===== src/rtl/ace_aw_snoop_sequencer.sv =====
// ACE AW snoop sequencer: each accepted AW is dropped, forwarded, or snooped and then forwarded.
// Optional snoop-response timeout is enabled by defining ACE_AW_SEQ_SNOOP_TIMEOUT_EN.
//
// state      | meaning
// IDLE       | ready for the next upstream AW
// ERR        | illegal AW dropped, illegal_o pulses
// SNOOP_REQ  | AC broadcast, waiting until every port has accepted
// SNOOP_RESP | collecting CR from every port
// FWD        | registered AW presented downstream
module ace_aw_snoop_sequencer #(
   parameter int unsigned NumSnoopPorts = 2,
   parameter int unsigned TimeoutCycles = 1024,
   parameter int unsigned AddrWidth     = 32,
   parameter int unsigned AwWidth       = 64,
   parameter type         aw_chan_t     = logic [AwWidth-1:0],
   parameter type         acsnoop_t     = logic [3:0]
) (
   input  logic                       clk_i,
   input  logic                       rst_i,
   input  logic                       slv_aw_valid_i,
   output logic                       slv_aw_ready_o,
   input  aw_chan_t                   slv_aw_i,
   input  acsnoop_t                   dec_acsnoop_i,
   input  logic                       dec_snooping_i,
   input  logic                       dec_illegal_i,
   output logic                       mst_aw_valid_o,
   input  logic                       mst_aw_ready_i,
   output aw_chan_t                   mst_aw_o,
   output logic [NumSnoopPorts-1:0]   ac_valid_o,
   input  logic [NumSnoopPorts-1:0]   ac_ready_i,
   output logic [AddrWidth-1:0]       ac_addr_o,
   output acsnoop_t                   ac_snoop_o,
   output logic [2:0]                 ac_prot_o,
   input  logic [NumSnoopPorts-1:0]   cr_valid_i,
   output logic [NumSnoopPorts-1:0]   cr_ready_o,
   input  logic [NumSnoopPorts*5-1:0] cr_resp_i,
   output logic [4:0]                 crresp_or_o,
   output logic                       illegal_o,
   output logic                       timeout_o
);

   typedef enum logic [2:0] {IDLE, ERR, SNOOP_REQ, SNOOP_RESP, FWD} state_t;

   state_t                   state_q, state_d;
   aw_chan_t                 aw_q, aw_d;
   acsnoop_t                 acsnoop_q, acsnoop_d;
   logic [NumSnoopPorts-1:0] ac_done_q, ac_done_d;
   logic [NumSnoopPorts-1:0] cr_done_q, cr_done_d;
   logic [NumSnoopPorts-1:0] cr_hs;
   logic [4:0]               acc_q, acc_d;
   logic [4:0]               crresp_q, crresp_d;
   logic                     timeout_hit;

`ifdef ACE_AW_SEQ_SNOOP_TIMEOUT_EN
   logic [15:0] cnt_q;

   // Held at zero outside SNOOP_RESP, so it reads 0 in the first response cycle.
   always_ff @(posedge clk_i) begin
      if (rst_i || state_q != SNOOP_RESP) cnt_q <= '0;
      else                                cnt_q <= cnt_q + 16'd1;
   end

   assign timeout_hit = (state_q == SNOOP_RESP) && (cnt_q == 16'(TimeoutCycles));
`else
   assign timeout_hit = 1'b0;
`endif

   assign mst_aw_o    = aw_q;
   assign crresp_or_o = crresp_q;
   assign ac_addr_o   = (state_q == SNOOP_REQ) ? aw_q[AddrWidth-1:0] : '0;
   assign ac_prot_o   = (state_q == SNOOP_REQ) ? aw_q[AddrWidth+2:AddrWidth] : 3'b000;
   assign ac_snoop_o  = (state_q == SNOOP_REQ) ? acsnoop_q : '0;

   always_comb begin
      state_d        = state_q;
      aw_d           = aw_q;
      acsnoop_d      = acsnoop_q;
      ac_done_d      = ac_done_q;
      cr_done_d      = cr_done_q;
      acc_d          = acc_q;
      crresp_d       = crresp_q;
      cr_hs          = '0;
      slv_aw_ready_o = 1'b0;
      mst_aw_valid_o = 1'b0;
      ac_valid_o     = '0;
      cr_ready_o     = '0;
      illegal_o      = 1'b0;
      timeout_o      = 1'b0;
      case (state_q)
         IDLE: begin
            slv_aw_ready_o = 1'b1;
            if (slv_aw_valid_i) begin
               aw_d      = slv_aw_i;
               acsnoop_d = dec_acsnoop_i;
               if (dec_illegal_i) begin
                  state_d = ERR;
               end else if (dec_snooping_i) begin
                  state_d   = SNOOP_REQ;
                  ac_done_d = '0;
                  cr_done_d = '0;
                  acc_d     = '0;
                  crresp_d  = '0;
               end else begin
                  state_d = FWD;
               end
            end
         end
         ERR: begin
            illegal_o = 1'b1;
            state_d   = IDLE;
         end
         SNOOP_REQ: begin
            ac_valid_o = ~ac_done_q;
            ac_done_d  = ac_done_q | (ac_valid_o & ac_ready_i);
            if (&ac_done_d) begin
               state_d   = SNOOP_RESP;
               ac_done_d = '0;
               cr_done_d = '0;
            end
         end
         SNOOP_RESP: begin
            cr_ready_o = ~cr_done_q;
            cr_hs      = cr_valid_i & cr_ready_o;
            cr_done_d  = cr_done_q | cr_hs;
            for (int i = 0; i < int'(NumSnoopPorts); i++) begin
               if (cr_hs[i]) acc_d = acc_d | cr_resp_i[i*5 +: 5];
            end
            // A response completing this cycle takes priority over a timeout.
            if (&cr_done_d) begin
               state_d   = FWD;
               crresp_d  = acc_d;
               cr_done_d = '0;
            end else if (timeout_hit) begin
               timeout_o = 1'b1;
               state_d   = FWD;
               crresp_d  = acc_d;
               cr_done_d = '0;
            end
         end
         FWD: begin
            mst_aw_valid_o = 1'b1;
            if (mst_aw_ready_i) state_d = IDLE;
         end
         default: state_d = IDLE;
      endcase
   end

   always_ff @(posedge clk_i) begin
      if (rst_i) begin
         state_q   <= IDLE;
         aw_q      <= '0;
         acsnoop_q <= '0;
         ac_done_q <= '0;
         cr_done_q <= '0;
         acc_q     <= '0;
         crresp_q  <= '0;
      end else begin
         state_q   <= state_d;
         aw_q      <= aw_d;
         acsnoop_q <= acsnoop_d;
         ac_done_q <= ac_done_d;
         cr_done_q <= cr_done_d;
         acc_q     <= acc_d;
         crresp_q  <= crresp_d;
      end
   end

endmodule

===== config.mk =====
export PLATFORM = sky130hd
export DESIGN_NAME = ace_aw_snoop_sequencer
export DESIGN_NICKNAME = d
export VERILOG_FILES = /design/src/rtl/ace_aw_snoop_sequencer.sv
export SDC_FILE = /design/constraint.sdc
export NUM_CORES = 1
export LEC_CHECK = 0
export CAP_MARGIN = 5
export CORE_MARGIN = 3
export CORE_UTILIZATION = 41
export DETAILED_ROUTE_END_ITERATION = 16
export PLACE_DENSITY = 0.87
export SLEW_MARGIN = 20
export SYNTH_ARGS = -nofsm -noshare
export SYNTH_HDL_FRONTEND = slang
export SYNTH_SLANG_ARGS = --single-unit

===== constraint.sdc =====
create_clock -name clk_i -period 3.06 [get_ports clk_i]
set_input_delay 0.612 -clock clk_i [delete_from_list [all_inputs] [get_ports clk_i]]
set_output_delay 0.612 -clock clk_i [all_outputs]
set_load 0.05 [all_outputs]

* After elaboration in Yosys (flattened, before gate mapping)
Index checks and enable logic that the tools add are counted.
Word-level totals: bits in registers 85, logic and storage cells 69, input bits 88
Cells by class: bitwise gates (word level) 8, equality and inequality tests 10, reductions and logical operators 12, mux-type cells 32
Operators by type and width (number):
- 5-bit 2-to-1 mux | 7
- 32-bit 2-to-1 mux | 1
- 3-bit 2-to-1 mux | 7
- 5-bit case mux with 2 select lines | 2
- 2-bit 2-to-1 mux | 8
- 3-bit case mux with 4 select lines | 1
- 4-bit AND reduction | 3
- 2-bit != test, second input constant | 5
- 5-bit OR | 2
- 5-bit AND reduction | 2
- 3-bit by 2-bit equality test with 1-bit output, second input constant | 2
- 2-bit case mux with 3 select lines | 1
- 2-bit AND reduction | 3
- 2-bit AND | 2
- 4-bit 2-to-1 mux | 1
- 2-bit NOT | 2
- 2-bit OR | 2
- 2-bit case mux with 2 select lines | 1
- 2-bit nonzero test | 2
- 3-bit by 1-bit equality test with 1-bit output, second input constant | 1
- 3-bit equality test, second input constant | 1
- 3-bit logical NOT | 1
- 1-bit 2-to-1 mux | 3
- 3-bit nonzero test | 1
- 2-bit by 1-bit != test with 1-bit output, second input constant | 1

* Longest topological paths before layout
Gate-level depths: netlist of run 1.
word-level depth 8, gate-level depth with buffers 8

* Worst setup path after synthesis of run 1
No wires, ideal clock.
kind reg2out, from register state_q[1], to output ac_valid_o[0], required time 2.448 ns, cell stages (with the launch flop) 4, buffers on the path 1, slack 0.773 ns, arrival 1.675 ns, path through dfxtp_1 buf_2 or3b_2 nor2_1
On the way: cells in the longest elaborated chain, start to end 2
RTL lines:
- from (decl) | line 44 | state_t state_q, state_d;
- from (signal assigned) | line 158 | state_q <= state_d;
- 3-bit by 2-bit equality test with 1-bit output | line 89 | case (state_q)
- 2-bit 2-to-1 mux | line 89
- to (decl) | line 29 | output logic [NumSnoopPorts-1:0] ac_valid_o,
No other way between the ends.

* Worst setup path in the final report of run 1
from register state_q[2], to output slv_aw_ready_o
On the way: cells in the longest elaborated chain, start to end 2
RTL lines:
- 3-bit logical NOT | line 89
- 1-bit 2-to-1 mux | line 89
- to (decl) | line 21 | output logic slv_aw_ready_o,
No other way between the ends.

==> impl_metrics.py, run 1 <==
metrics = {
    "route": {
        "post-route-drc-count": 0,
        "viasPerCell": 5.06,
        "firstDrtPassIters": 4,
        "routedWlPerCell_um": 14.8,
        "wl_um": 11000,
        "vias": 3755,
        "drt_iter0_drc": 105,
        "drtAntennaViolNets": 0,
    },
    "grt": {
        "grt_max_degree": 46,
        "antenna_found_initial": 0,
        "grt_overflow": 0,
        "grt_pass1_wl_um": 17500,
        "grt_util_all_layers_pct": 21.8,
        "first_global_vias": 3714,
    },
    "clock_tree": {
        "clock-sinks": 85,
        "htree_num_levels": 3,
        "numCtsBuffers": 9,
        "post_cts_buffers": 0,
        "cts_root_buffer": "clkbuf_8",
        "clkTransAtPathRegs_ns": 0.09,
        "insertion_delay_ns": 0.34,
        "clockBufferDepth": 2,
        "cts_tree": "built",
    },
    "power": {
        "p_per_area_nw_per_um2": 483,
        "power_mw": 2.98,
        "power_leakage_nw": 2.36,
        "vdd_drop_max_v": 0.000310,
    },
    "timing": {
        "setup_viol": 0,
        "rsz0062_at_grt": "no",
        "maxSlewViolCount": 0,
        "hold_viol": 0,
        "period_needed_ns": 2.79,
        "tightestPinTransition_ns": 0.799,
        "hold-worst-slack_ns": 0.456,
        "finalSetupTns_ns": 0,
        "fin_crit_sh_pct": 91.3,
        "timing.slew.headroom_pct": 46.7,
        "fmax_mhz": 358,
        "fin_worst_skew_ns": 0.00729,
        "setup_slack_ns": 0.266,
    },
    "final_layout": {
        "layout.nets": 720,
        "finish.utilization_pct": 74.7,
        "final_area_um2": 6170,
        "fill_cells": 597,
        "layout.cells.non_filler": 742,
        "syn2layout_area_growth_pct": 76.1,
        "seq_area_um2": 1700,
        "drive_gt1_share_pct": 10.4,
        "antenna_cells": 0,
        "multi_input_area_um2": 1640,
    },
    "synthesis": {
        "synth_area_leaders": "dfxtp_1 (49%), nand2_1 (16%), a21oi_1 (11%)",
        "synth-seq-cells": 85,
        "syn_nets": 535,
        "synth-async-reset-ratio_pct": 0,
        "syn_inst": 447,
        "syn-cell-area_um2": 3510,
        "ys_seq_area_share_pct": 48.5,
        "synth-edff-count": 0,
        "yosysMostFrequentCell": "nand2_1",
        "synthTopCellsByCount": "nand2_1 (147), dfxtp_1 (85), a21oi_1 (75)",
        "synth_cell_types": 34,
        "synthFlopType": "dfxtp_1",
        "yosysTopAreaCellShare_pct": 48.5,
        "ys_warn_count": 0,
        "synth_top_cell_by_area": "dfxtp_1",
        "syn_avg_cell_area_um2": 7.84,
    },
    "floorplan": {
        "initial_utilization_pct": 42.5,
        "die_w_um": 98.5,
        "rows": 33,
        "die-area_um2": 9700,
        "io_pins": 204,
        "core-area_um2": 8260,
        "die_h_um": 98.5,
    },
    "setup_path": {
        "rr_worst_depth": 6,
        "cp.required_ns": 2.45,
        "crit_type": "reg2out",
        "crit_path_end_kind": "primary output",
        "crit_path_start_kind": "flop",
        "cp_max_fo": 15,
        "critPathArrivalTime_ns": 2.18,
    },
    "outcome": {
        "outcome": "completed",
    },
    "hold_path": {
        "hold_depth": 2,
        "hold_path_class": "reg2reg",
    },
    "placement": {
        "io_buffers": 202,
        "pre_cts_slack_ns": 0.403,
        "dpl_cell_area_um2": 5940,
        "dp_hpwl_um": 8330,
        "dp_cells": 726,
        "gp_congestion": 0.817,
    },
    "run": {
        "cap_violations": 0,
    },
}
[placed cells by master (no fill, tap or decap), types with 2 or more instances in the layout]
| cell | n |
|---|---|
| o32a_1 | 2 |
| nor3_1 | 3 |
| o22ai_1 | 4 |
| a21oi_1 | 75 |
| dlymetal6s2s_1 | 2 |
| and3b_1 | 2 |
| dfxtp_1 | 85 |
| bufinv_16 | 2 |
| a21o_1 | 2 |
| inv_1 | 2 |
| a221o_1 | 5 |
| clkbuf_8 | 11 |
| nand2_1 | 146 |
| clkdlybuf4s50_1 | 160 |
| buf_12 | 40 |
| nor2_1 | 9 |
| nand2b_1 | 3 |
| nand3_1 | 2 |
| nor2b_1 | 4 |
| o2bb2ai_1 | 10 |
| nand3b_1 | 2 |
| buf_4 | 4 |
| or3_1 | 2 |
| clkinv_2 | 2 |
| nor4_1 | 3 |
| and2_1 | 40 |
[state kept, by name (all words and copies together), names as in the netlist]
register and count:
crresp_or_o 5, state_q 3, acc_q 5, cr_done_q 2, ac_done_q 2, mst_aw_o 64
acsnoop_q 4
[cell type report]
type | instances | area share (%)
Timing Repair Buffer | 207 | 39.9
Sequential cell | 85 | 27.6
Multi-Input combinational cell | 326 | 26.6
Clock buffer | 12 | 2.51
Tap cell | 105 | 2.13
Clock inverter | 4 | 1.14
Inverter | 3 | 0.182
[worst max-delay path, stage by stage, from the launching register on]
cell and delay [ns]:
dfxtp_1 0.46, or3_1 0.47, inv_2 0.09, clkdlybuf4s50_1 0.83
[final timing paths]
path | start | to | slack (ns)
setup reg to reg | state_q[2] | mst_aw_o[38] | 1.09
setup / recovery | state_q[2] | slv_aw_ready_o | 0.27
hold / removal | acsnoop_q[2] | acsnoop_q[2] | 0.46
hold reg to reg | acsnoop_q[2] | acsnoop_q[2] | 0.46
[report_power, final]
group,leakage (nW),internal (mW),switching [mW]
Clock,0.116,0.503,0.380
Sequential,0.696,1.18,0.0582
Combinational,1.55,0.332,0.524
[routing by layer]
metal,routed length [um],track usage (%)
met1,4160,23.6
met2,5730,40.8
met3,879,6.30
met4,224,6.72
met5,0,0
[kinds of logic after synthesis]
| group | count (synthesis) | synth area share (%) |
|---|---|---|
| AND/OR/NAND/NOR | 221 | 28.6 |
| multiplexers | 2 | 0.607 |
| AO/OA/AOI/OAI | 102 | 17.2 |
| other | 1 | 0.107 |
| flip-flops | 85 | 48.5 |
| buffers and inverters | 36 | 4.96 |
[timing repair]
item	CTS	global route
hold buffers	0	0
endpoints found under the setup margin	0	2
resized for setup	0	2
No activity file was read; power rests on OpenSTA's default activity.
==> run 2, diff against run 1 <==
CORE_MARGIN = 2   (was 3)
CTS_CLUSTER_DIAMETER = 150   (was default)
==> impl_metrics.py, run 2 (synthesis gave the netlist of run 1 again) <==
metrics = {
    "setup_path": {
        "cp.required_ns": 2.45,
        "crit_path_start_kind": "flop",
        "max_stage_delay_ns": 0.81,
        "cp_slowest_cell": "clkdlybuf4s50_1",
        "cp.depth": 4,
        "rr_worst_depth": 6,
        "crit_buf_inv": 2,
        "cp_max_fo": 15,
        "reg2reg_slack_ns": 0.99,
        "critPathArrivalTime_ns": 2.34,
        "crit_family": "buffers and inverters",
        "crit_type": "reg2out",
        "crit_path_start": "state_q[1]",
        "critPathCapture": "ac_addr_o[1]",
        "r2r-start": "state_q[2]",
        "r2r-end": "mst_aw_o[57]",
        "crit_path_end_kind": "primary output",
        "path_cells": "nor3b_4, buf_12, and2_1, clkdlybuf4s50_1",
    },
    "timing": {
        "setup_viol": 0,
        "hold_viol": 0,
        "period_needed_ns": 2.95,
        "fin_worst_skew_ns": 0.00425,
        "finalSetupTns_ns": 0,
        "timing.slew.headroom_pct": 45.3,
        "tightestPinTransition_ns": 0.820,
        "rsz0062_at_grt": "no",
        "setup_slack_ns": 0.108,
        "maxSlewViolCount": 0,
        "fin_crit_sh_pct": 96.5,
        "fmax_mhz": 339,
    },
    "grt": {
        "grt_overflow": 0,
        "antenna_found_initial": 0,
        "grt_pass1_wl_um": 15400,
        "first_global_vias": 3381,
        "grt_util_all_layers_pct": 21.0,
        "grt_max_degree": 48,
        "grt_busiest_layer": "met2",
        "grt_use_met2_pct": 38.3,
        "met1_usage_pct": 23.2,
        "use_met3_pct": 6.21,
    },
    "final_layout": {
        "antenna_cells": 0,
        "largest_register_ffs": 64,
        "layout_commonest_cell": "clkdlybuf4s50_1",
        "final_cell_mix": "clkdlybuf4s50_1 (170), nand2_1 (146), dfxtp_1 (85), a21oi_1 (75), and2_1 (40)",
        "syn2layout_area_growth_pct": 62.3,
        "layout.nets": 720,
        "drive_gt1_share_pct": 8.65,
    },
    "placement": {
        "pre_cts_slack_ns": 0.389,
        "io_buffers": 202,
        "dp_hpwl_um": 7680,
        "gp_congestion": 0.793,
    },
    "route": {
        "drt_iter0_drc": 105,
        "vias": 3713,
        "post-route-drc-count": 0,
        "drtAntennaViolNets": 0,
        "routedWlPerCell_um": 13.8,
        "firstDrtPassIters": 4,
        "viasPerCell": 5.01,
        "wl_um": 10200,
    },
    "power": {
        "p_per_area_nw_per_um2": 494,
        "power_leakage_nw": 2.22,
        "vdd_drop_max_v": 0.000341,
    },
    "floorplan": {
        "die_h_um": 96.5,
        "die_w_um": 96.5,
        "die-area_um2": 9310,
        "io_pins": 204,
        "core-area_um2": 8260,
        "initial_utilization_pct": 42.5,
        "rows": 33,
    },
    "run": {
        "cap_violations": 0,
    },
    "clock_tree": {
        "ctsHoldBuffers": 0,
        "clkTransAtPathRegs_ns": 0.08,
        "cts_root_buffer": "clkbuf_8",
        "htree_num_levels": 3,
        "clock-sinks": 85,
        "cts_tree": "built",
        "insertion_delay_ns": 0.33,
        "clockBufferDepth": 2,
        "numCtsBuffers": 9,
    },
    "hold_path": {
        "hold_path_class": "reg2reg",
    },
    "outcome": {
        "outcome": "completed",
    },
}
-- run 2: changes by cell type in the layout (fill, tap and decap cells not counted) --
cell / previous run / this run
clkdlybuf4s50_1: 160 / 170
bufinv_16: 2 / 1
buf_4: 4 / 31
clkinvlp_4: 0 / 1
clkbuf_8: 11 / 9
buf_12: 40 / 3
clkinv_2: 2 / 3
-- run 2: final cells by class --
type                       count  area (um2)
timing repair buffer         207        2020
clock buffer                  10         128
multi-input combinational    326        1640
tap                          105         131
fill                         663        2570
clock inverter                 5        52.6
inverter                       3        11.3
sequential                    85        1700
-- run 2: what timing repair did --
action,4_1_cts,5_1_grt
buffers inserted,0,1
gates resized for setup,0,2
endpoints found under the setup margin,0,12
-- run 2: worst min-delay path by stage --
stage | start | endpoint | slack [ns] | depth (start not counted)
after detailed placement | acsnoop_q[3] | acsnoop_q[3] | 0.44 | 2
after CTS | acsnoop_q[3] | acsnoop_q[3] | 0.45 | 2
after global placement | mst_aw_o[49] | mst_aw_o[49] | 0.44 | 2
final | acsnoop_q[3] | acsnoop_q[3] | 0.45 | 2
after global routing | acsnoop_q[3] | acsnoop_q[3] | 0.47 | 2
after floorplan | acsnoop_q[0] | acsnoop_q[0] | 0.43 | 2
-- run 2: per-layer routing --
metal	vias up	share of wire, %
met4	0	0.94
met2	145	52
met3	10	9.8
met1	1713	38
met5	-	0
li1	1845	-
-- run 2: worst reg2reg max path, stage by stage (launching register included) --
cell and delay, ns:
dfxtp_1 0.46, or3_1 0.47, inv_2 0.09, and2_2 0.46, buf_12 0.28, nand2_1 0.09
a21oi_1 0.14
-- run 2: report_power, final --
part           internal [mW]  leakage [nW]  switching, mW
Sequential              1.19         0.696         0.0586
Clock                  0.369        0.0919          0.359
Combinational          0.322          1.43          0.516
Total                   1.88          2.22          0.934
-- run 2: metrics by stage --
stage          area (um2)  power (mW)  cells  hold WS, ns  utilization [%]
2_1_floorplan        3510        1.78    447        0.432                -
3_3_place_gp         5480        2.09    725        0.441             66.4
3_5_place_dp         5480        2.11    725        0.443             66.4
4_1_cts              5660        2.84    740        0.455             68.6
5_1_grt              5690        2.96    741        0.470             68.9
6_report             5690        2.81    741        0.453             68.9
==> run 3, diff against run 2 <==
CORE_UTILIZATION = 34   (was 41)
HOLD_SLACK_MARGIN = 0.02   (was default)
PLACE_DENSITY = 0.76   (was 0.87)
clock period = 2.6 ns   (was 3.06 ns; I/O delays follow)
==> impl_metrics.py, run 3 (synthesis gave the netlist of run 1 again) <==
metrics = {
    "clock_tree": {
        "clock-sinks": 85,
        "post_cts_buffers": 0,
        "insertion_delay_ns": 0.35,
        "clockBufferDepth": 2,
        "clkTransAtPathRegs_ns": 0.09,
        "numCtsBuffers": 9,
        "ctsHoldBuffers": 0,
        "cts_tree": "built",
        "htree_num_levels": 3,
        "cts_root_buffer": "clkbuf_8",
    },
    "grt": {
        "first_global_vias": 3473,
        "grt_pass1_wl_um": 17100,
        "grt_util_all_layers_pct": 18.8,
        "grt_max_degree": 38,
        "antenna_found_initial": 0,
        "grt_overflow": 0,
    },
    "route": {
        "viasPerCell": 4.82,
        "post-route-drc-count": 0,
        "drtAntennaViolNets": 0,
        "drt_iter0_drc": 113,
        "vias": 3737,
        "routedWlPerCell_um": 13.9,
        "firstDrtPassIters": 4,
        "wl_um": 10800,
    },
    "final_layout": {
        "fill_cells": 850,
        "largest_register_ffs": 64,
        "antenna_cells": 0,
        "multi_input_area_um2": 1640,
        "final_cell_mix": "clkdlybuf4s50_1 (156), nand2_1 (146), dfxtp_1 (85), a21oi_1 (75), and2_1 (40)",
        "final_area_um2": 6160,
        "layout_commonest_cell": "clkdlybuf4s50_1",
        "layout.nets": 723,
        "seq_area_um2": 1700,
        "syn2layout_area_growth_pct": 75.8,
        "drive_gt1_share_pct": 11.4,
    },
    "timing": {
        "period_needed_ns": 2.51,
        "timing.slew.headroom_pct": 59.0,
        "fin_crit_sh_pct": 96.4,
        "tightestPinTransition_ns": 0.614,
        "hold_viol": 0,
        "fmax_mhz": 399,
        "maxSlewViolCount": 0,
        "finalSetupTns_ns": 0,
        "rsz0062_at_grt": "no",
        "hold-worst-slack_ns": 0.454,
        "setup_slack_ns": 0.0938,
        "fin_worst_skew_ns": 0.00972,
        "setup_viol": 0,
    },
    "setup_path": {
        "crit_path_end_kind": "primary output",
        "cp.required_ns": 2.08,
        "critPathArrivalTime_ns": 1.99,
        "cp_slowest_cell": "clkdlybuf4s50_1",
        "crit_type": "reg2out",
        "path_cells": "and2_1, clkdlybuf4s50_1",
        "reg2reg_slack_ns": 0.74,
        "r2r-start": "state_q[2]",
        "crit_path_start_kind": "flop",
        "cp_max_fo": 15,
        "r2r-end": "mst_aw_o[5]",
        "rr_worst_depth": 6,
        "max_stage_delay_ns": 0.80,
    },
    "placement": {
        "gp_congestion": 0.846,
        "dp_hpwl_um": 8240,
        "dpl_cell_area_um2": 5980,
        "pre_cts_slack_ns": 0.329,
        "io_buffers": 202,
    },
    "power": {
        "power_leakage_nw": 2.33,
        "vdd_drop_max_v": 0.000337,
        "p_per_area_nw_per_um2": 541,
    },
    "floorplan": {
        "core-area_um2": 10200,
        "die-area_um2": 11100,
        "io_pins": 204,
        "rows": 37,
        "die_w_um": 106,
        "initial_utilization_pct": 34.4,
        "die_h_um": 106,
    },
    "outcome": {
        "outcome": "completed",
    },
    "hold_path": {
        "hold_depth": 2,
        "hold_path_class": "reg2reg",
        "min_from": "acsnoop_q[3]",
        "hold_end": "acsnoop_q[3]",
    },
    "run": {
        "cap_violations": 0,
    },
}
==> run 3: changes by cell type in the layout (fill, tap and decap cells not counted), sizes merged <==
cell and delta:
inv +2, bufinv -1, buf +16, dlymetal6s2s -2, dlygate4sd2 +3, clkdlybuf4s50 -14
clkinvlp +1, clkinv -1
==> run 3: routing by layer <==
metal | track usage [%] | vias to the layer above | part of all wire, %
li1 | - | 1847 | -
met1 | 22.0 | 1741 | 42
met2 | 33.6 | 138 | 50
met3 | 5.26 | 11 | 7.4
met4 | 4.98 | 0 | 1.3
met5 | 0 | - | 0
==> run 3: final cells by class <==
cell class                      count  area share (%)
Timing Repair Buffer              210            39.8
Sequential cell                    85            27.6
Multi-Input combinational cell    326            26.6
Tap cell                          136            2.76
Clock buffer                       10            2.23
Clock inverter                      6           0.751
Inverter                            3           0.183
==> run 3: power by group <==
part	total, mW	internal, mW	switching [mW]
Combinational	1.00	0.387	0.616
Sequential	1.46	1.39	0.0686
Clock	0.865	0.380	0.485
==> run 3: worst max-delay path, delay by kind of cell, from the launching register on <==
| kind | cells | cell delay [ns] |
|---|---|---|
| and+or+nand+nor | 1 | 0.21 |
| DFF | 1 | 0.64 |
| buffers and inverters | 1 | 0.80 |
==> run 3: metrics by stage <==
stage,utilization (%),power (mW),std cells
after floorplan,-,2.10,447
after global placement,58.7,2.48,760
after detailed placement,58.7,2.51,760
after CTS,60.5,3.38,776
after global routing,60.5,3.49,776
final,60.5,3.33,776
==> run 3: timing repair <==
action                                 in CTS  in global routing
endpoints found under the hold margin       0                  0
gates resized for setup                     3                  0
setup endpoints to repair                   3                  0
==> run 3: how the worst max path moves through the flow <==
stage | from | end | slack [ns] | depth (start not counted)
after floorplan | state_q[1] | ac_valid_o[0] | 0.40 | 3
after global placement | state_q[1] | cr_ready_o[0] | 0.37 | 3
after detailed placement | state_q[1] | cr_ready_o[0] | 0.33 | 3
after CTS | state_q[1] | mst_aw_valid_o | 0.08 | 3
after global routing | state_q[1] | mst_aw_valid_o | 0.005 | 3
final | state_q[2] | mst_aw_valid_o | 0.09 | 2
